==> src/rtl/note_synth.sv <==
// note_synth: square-wave note generator fed either by the step sequencer
// (fixed-length notes captured on beat changes) or by the live keypad
// (note sounds only while a key is held). All outputs are registered.
module note_synth #(
   parameter int SUSTAIN_CYC = 2000
) (
   input  logic       clk,
   input  logic       n_rst,
   input  logic       sequencer_on,
   input  logic [3:0] beat,
   input  logic [3:0] seq_note,
   input  logic [3:0] piano_note,
   output logic       wave_out,
   output logic [3:0] cur_note,
   output logic       active
);

   typedef enum logic [1:0] {
      IDLE       = 2'd0,
      PLAY_SEQ   = 2'd1,
      PLAY_PIANO = 2'd2
   } state_t;

   // Sustain counter reload: counts SUSTAIN_CYC-1 down to 0, so a captured
   // note is held for exactly SUSTAIN_CYC cycles.
   localparam logic [15:0] SUS_LOAD = 16'(SUSTAIN_CYC - 1);

   // Half-period in clk cycles for note codes 1..13 (lowC..highC at 10 kHz).
   function automatic logic [4:0] half_period(input logic [3:0] code);
      case (code)
         4'd1:    return 5'd19;
         4'd2:    return 5'd18;
         4'd3:    return 5'd17;
         4'd4:    return 5'd16;
         4'd5:    return 5'd15;
         4'd6:    return 5'd14;
         4'd7:    return 5'd14;
         4'd8:    return 5'd13;
         4'd9:    return 5'd12;
         4'd10:   return 5'd11;
         4'd11:   return 5'd11;
         4'd12:   return 5'd10;
         4'd13:   return 5'd10;
         default: return 5'd19;
      endcase
   endfunction

   state_t      r_state;
   logic [3:0]  r_beat_q;
   logic        r_seq_on_q;
   logic [3:0]  r_cur_note;
   logic        r_wave;
   logic        r_active;
   logic [15:0] r_sus_cnt;
   logic [4:0]  r_div_cnt;

   state_t      w_state_nx;
   logic [3:0]  w_cur_nx;
   logic        w_wave_nx;
   logic [15:0] w_sus_nx;
   logic [4:0]  w_div_nx;
   logic [4:0]  w_div_step;
   logic        w_wave_step;

   // Codes 14/15 are not notes; fold them to "rest" before any decision.
   logic [3:0]  w_seq_ok;
   logic [3:0]  w_piano_ok;
   logic        w_new_beat;
   logic        w_mode_chg;
   logic        w_capture;
   logic [4:0]  w_hp_last;

   assign w_seq_ok   = (seq_note   > 4'd13) ? 4'd0 : seq_note;
   assign w_piano_ok = (piano_note > 4'd13) ? 4'd0 : piano_note;
   assign w_new_beat = (beat != r_beat_q);
   assign w_mode_chg = (sequencer_on != r_seq_on_q);
   assign w_capture  = sequencer_on && w_new_beat && (w_seq_ok != 4'd0);
   assign w_hp_last  = half_period(r_cur_note) - 5'd1;

   // Divider advance: toggle the wave and restart at the last count of the
   // half-period; >= keeps the counter from ever running past the limit.
   always_comb begin
      // NOTE: every combinational output gets a default first so no path
      // leaves it unassigned, which would otherwise infer a latch.
      w_div_step  = r_div_cnt + 5'd1;
      w_wave_step = r_wave;
      if (r_div_cnt >= w_hp_last) begin
         w_div_step  = 5'd0;
         w_wave_step = ~r_wave;
      end
   end

   // Next-state and next-output decode; defaults describe the silent IDLE.
   always_comb begin
      w_state_nx = IDLE;
      w_cur_nx   = 4'd0;
      w_wave_nx  = 1'b0;
      w_sus_nx   = 16'd0;
      w_div_nx   = 5'd0;
      if (w_mode_chg) begin
         // Switching between sequencer and piano always drops to silence.
      end else if (sequencer_on) begin
         if (w_capture) begin
            // Capture beats expiry on the same cycle, so the note retriggers.
            w_state_nx = PLAY_SEQ;
            w_cur_nx   = w_seq_ok;
            w_sus_nx   = SUS_LOAD;
         end else if (r_state == PLAY_SEQ && r_sus_cnt != 16'd0) begin
            w_state_nx = PLAY_SEQ;
            w_cur_nx   = r_cur_note;
            w_sus_nx   = r_sus_cnt - 16'd1;
            w_div_nx   = w_div_step;
            w_wave_nx  = w_wave_step;
         end
      end else if (w_piano_ok != 4'd0) begin
         w_state_nx = PLAY_PIANO;
         w_cur_nx   = w_piano_ok;
         // Same key still held: keep oscillating; a new key restarts phase.
         if (r_state == PLAY_PIANO && w_piano_ok == r_cur_note) begin
            w_div_nx  = w_div_step;
            w_wave_nx = w_wave_step;
         end
      end
   end

   // State and output registers with asynchronous silencing reset.
   always_ff @(posedge clk or negedge n_rst) begin
      if (!n_rst) begin
         r_state    <= IDLE;
         r_beat_q   <= 4'd0;
         r_seq_on_q <= 1'b0;
         r_cur_note <= 4'd0;
         r_wave     <= 1'b0;
         r_active   <= 1'b0;
         r_sus_cnt  <= 16'd0;
         r_div_cnt  <= 5'd0;
      end else begin
         // NOTE: non-blocking assignments so every register samples the
         // pre-edge values, independent of statement order.
         r_state    <= w_state_nx;
         r_beat_q   <= beat;
         r_seq_on_q <= sequencer_on;
         r_cur_note <= w_cur_nx;
         r_wave     <= w_wave_nx;
         r_active   <= (w_state_nx != IDLE);
         r_sus_cnt  <= w_sus_nx;
         r_div_cnt  <= w_div_nx;
      end
   end

   assign wave_out = r_wave;
   assign cur_note = r_cur_note;
   assign active   = r_active;

endmodule

==> config.mk <==
export PLATFORM = sky130hd
export DESIGN_NAME = note_synth
export DESIGN_NICKNAME = d
export VERILOG_FILES = /design/src/rtl/note_synth.sv
export SDC_FILE = /design/constraint.sdc
export NUM_CORES = 1
export LEC_CHECK = 0
export ABC_AREA = 1
export BUFFER_PORTS_ARGS = -buffer_cell sky130_fd_sc_hd__buf_2
export CELL_PAD_IN_SITES_DETAIL_PLACEMENT = 2
export CELL_PAD_IN_SITES_GLOBAL_PLACEMENT = 2
export CORE_UTILIZATION = 37
export DETAILED_ROUTE_END_ITERATION = 10
export PLACE_DENSITY = 0.87
export SETUP_SLACK_MARGIN = 0.05
export SYNTH_ARGS = -nofsm -noshare
export SYNTH_HDL_FRONTEND = slang
export SYNTH_SLANG_ARGS = --single-unit
==> constraint.sdc <==
create_clock -name clk -period 3.3 [get_ports clk]
set_input_delay 0.66 -clock clk [delete_from_list [all_inputs] [get_ports clk]]
set_output_delay 0.66 -clock clk [all_outputs]
set_load 0.05 [all_outputs]
==> impl_metrics.tcl <==
set metrics [dict create \
    relSlewSlack 0.476 \
    outcome "finished, final reports clean" \
    cts.sinks 34 \
    yosysTopAreaCell "dfrtp_1" \
    setup-tns-final_ns 0 \
    avgViaCountPerCell 5.10 \
    antenna_found_initial 0 \
    tightest_slew_ns 0.786 \
    path_max_fanout 7 \
    drc 0 \
    drive_above_1_share 0.137 \
    dp_slack_ns 0.754 \
    nets 316 \
    synth_compound_area_frac 0.0925 \
    drt-initial-drc-count 51 \
    slowest_stage "dfrtp_1" \
    finalClockSkew_ns 0.00202 \
    fillCellCount 649 \
    whs_ns 0.451 \
    crit_buf_inv 1 \
    clkTransAtPathRegs_ns 0.07 \
    die_h_microns 77.0 \
    synthCells 269 \
    clk_path_buf_depth 2 \
    dieArea_sq_mm 0.00593 \
    cp.arrival_ns 2.72 \
    grt_pass1_vias 2083 \
    rsz0062_at_grt "no" \
    area_growth_pct 11.6 \
    cp.depth 14 \
    ys_top_cells_by_count "63 x nand2_1, 41 x nor2_1, 34 x dfrtp_1" \
    cts_tree "built" \
    finalSetupViolCount 0 \
    finalCritPeriodShare 0.759 \
    rows 26 \
    async_reset_ff_frac 1.00 \
    synth_fa_ha_area_frac 0.0541 \
    netlist_area_sq_mm 0.00208 \
    port_buffers 20 \
    globalplace.congestion 0.767 \
    synth_warnings 0 \
    cts_root_buf "clkbuf_8" \
    synth-simple-area-share 0.298 \
    first_pass_iters 4 \
    ctsHoldBuffers 0 \
    finalHoldViolations 0 \
    synth_fp_nets 293 \
    post-cts-setup-buffer-count 0 \
    synthMuxAreaShare 0 \
    worst_slack_ns 0.794 \
    grt_max_degree 35 \
    peakVddDrop_mv 0.207 \
    fmax_mhz 399 \
    period_needed_ns 2.51 \
    yosysSeqAreaShare 0.408 \
    cts_resized 0 \
    max_stage_delay_ns 0.47 \
    synth-seq-cells 34 \
    num_antenna_cells 0 \
    netlist.area_leader.share 0.408 \
    synth-edff-count 0 \
    crit_chain "nor2_1, o21ai_0, nor2_1, a21oi_1, ha_1, inv_1, xor2_1, ha_1, a21o_1, a21oi_1, nand2_1, nor2_1, nand2_1, nor2_1" \
    chipWidth_microns 77.0 \
    drv_slew 0 \
    crit_type "reg -> reg" \
    worstPathRequired_ns 3.52 \
    htree_levels 2 \
    wl_per_cell_microns 15.4 \
    numCtsBuffers 5 \
    synth_cell_type_count 27 \
    hold_class "in -> async" \
    ios 21 \
    initial_core_util 0.395 \
    dp_hpwl_microns 4130 \
    grt_overflow 0 \
    instances_no_fill 361 \
    synth_area_leaders "dfrtp_1 41%, nand2_1 11%, nor2_1 7.4%" \
    gr-usage-all-layers 0.211 \
    drv_cap 0 \
    synth_flop_cell "dfrtp_1" \
    grt_pass1_wl_microns 9800 \
    vias 1840 \
    worst_skew_pair.late_latency_ns 0.28 \
    synth.avg_cell_area_sq_um 7.74 \
    ant_nets 0 \
    cp_common_cell "nor2_1" \
    synthXorXnorAreaFrac 0.0757 \
    cp-end-kind "register" \
    synth_top_family_by_area "simple AND/OR/NAND/NOR gates" \
    pwr_density_cell_mw_per_mm2 449 \
    core_sq_mm 0.00527 \
    place_inst 355 \
    yosysMostFrequentCell "nand2_1" \
    crit_family "compound AO/OA/AOI/OAI gates" \
    p_leak_nw 1.29 \
    worstRegToRegCells 14 \
    start_kind "register" \
    drt_wl_total_microns 5550 \
]
-- layout by cell type (no fill, tap or decap), types with 2 or more instances in the layout --
master and n:
ha_1 9, nand3_1 16, xnor2_1 6, clkbuf_8 6, nor2_2 3, buf_2 20, nand3_4 2, o21ai_0 9
nand2_2 3, a21boi_0 6, nor2_1 41, nand3_2 4, nand4_1 4, nand2_1 63, inv_1 30, dfrtp_1 34
xor2_1 12, a21oi_1 15, inv_2 2
-- state kept, by name, indices dropped and copies added (netlist names) --
name        cells
active          1
cur_note        4
r_beat_q        4
r_div_cnt       5
r_seq_on_q      1
r_state         2
r_sus_cnt      16
wave_out        1
-- metal layers --
layer	routed length [microns]	vias up	GRT usage
li1	-	896	-
met1	2500	908	0.255
met2	2820	27	0.369
met3	132	9	0.0429
met4	105	0	0.0792
met5	0	-	0
-- cell families after synthesis --
kind of cell	count (synthesis)
AOI/OAI and AO/OA	34
DFF	34
xor gates and xnor gates	18
adders and majority gates	9
and+or+nand+nor	138
buffers and inverters	36
-- where the power goes --
group	internal (mW)	switching, mW	leakage [nW]
Sequential	0.436	0.0194	0.455
Combinational	0.0976	0.185	0.788
Clock	0.161	0.145	0.0431
-- layout make-up --
class,instances,area [sq um],area share
multi-input combinational,199,1080,0.466
sequential,34,851,0.366
inverter,32,120,0.0517
timing repair buffer,20,100,0.0431
tap,70,87.6,0.0377
clock buffer,6,82.6,0.0355
-- through the flow --
step,cell area (sq um),util,power (mW)
6_report,2320,0.441,1.04
5_1_grt,2320,0.441,1.11
4_1_cts,2320,0.441,1.06
3_5_place_dp,2240,0.425,0.743
3_3_place_gp,2240,0.425,0.727
2_1_floorplan,2080,-,0.663
-- final timing paths --
kind	start	end	slack [ns]
max in group asynchronous	n_rst	r_beat_q[1]	2.35
min reg2reg	r_sus_cnt[0]	r_sus_cnt[0]	0.47
min in group clk	r_sus_cnt[0]	r_sus_cnt[0]	0.47
max	cur_note[2]	r_div_cnt[3]	0.79
max reg2reg	cur_note[2]	r_div_cnt[3]	0.79
min	n_rst	r_sus_cnt[14]	0.45
Power figures use the tool's default switching activity.
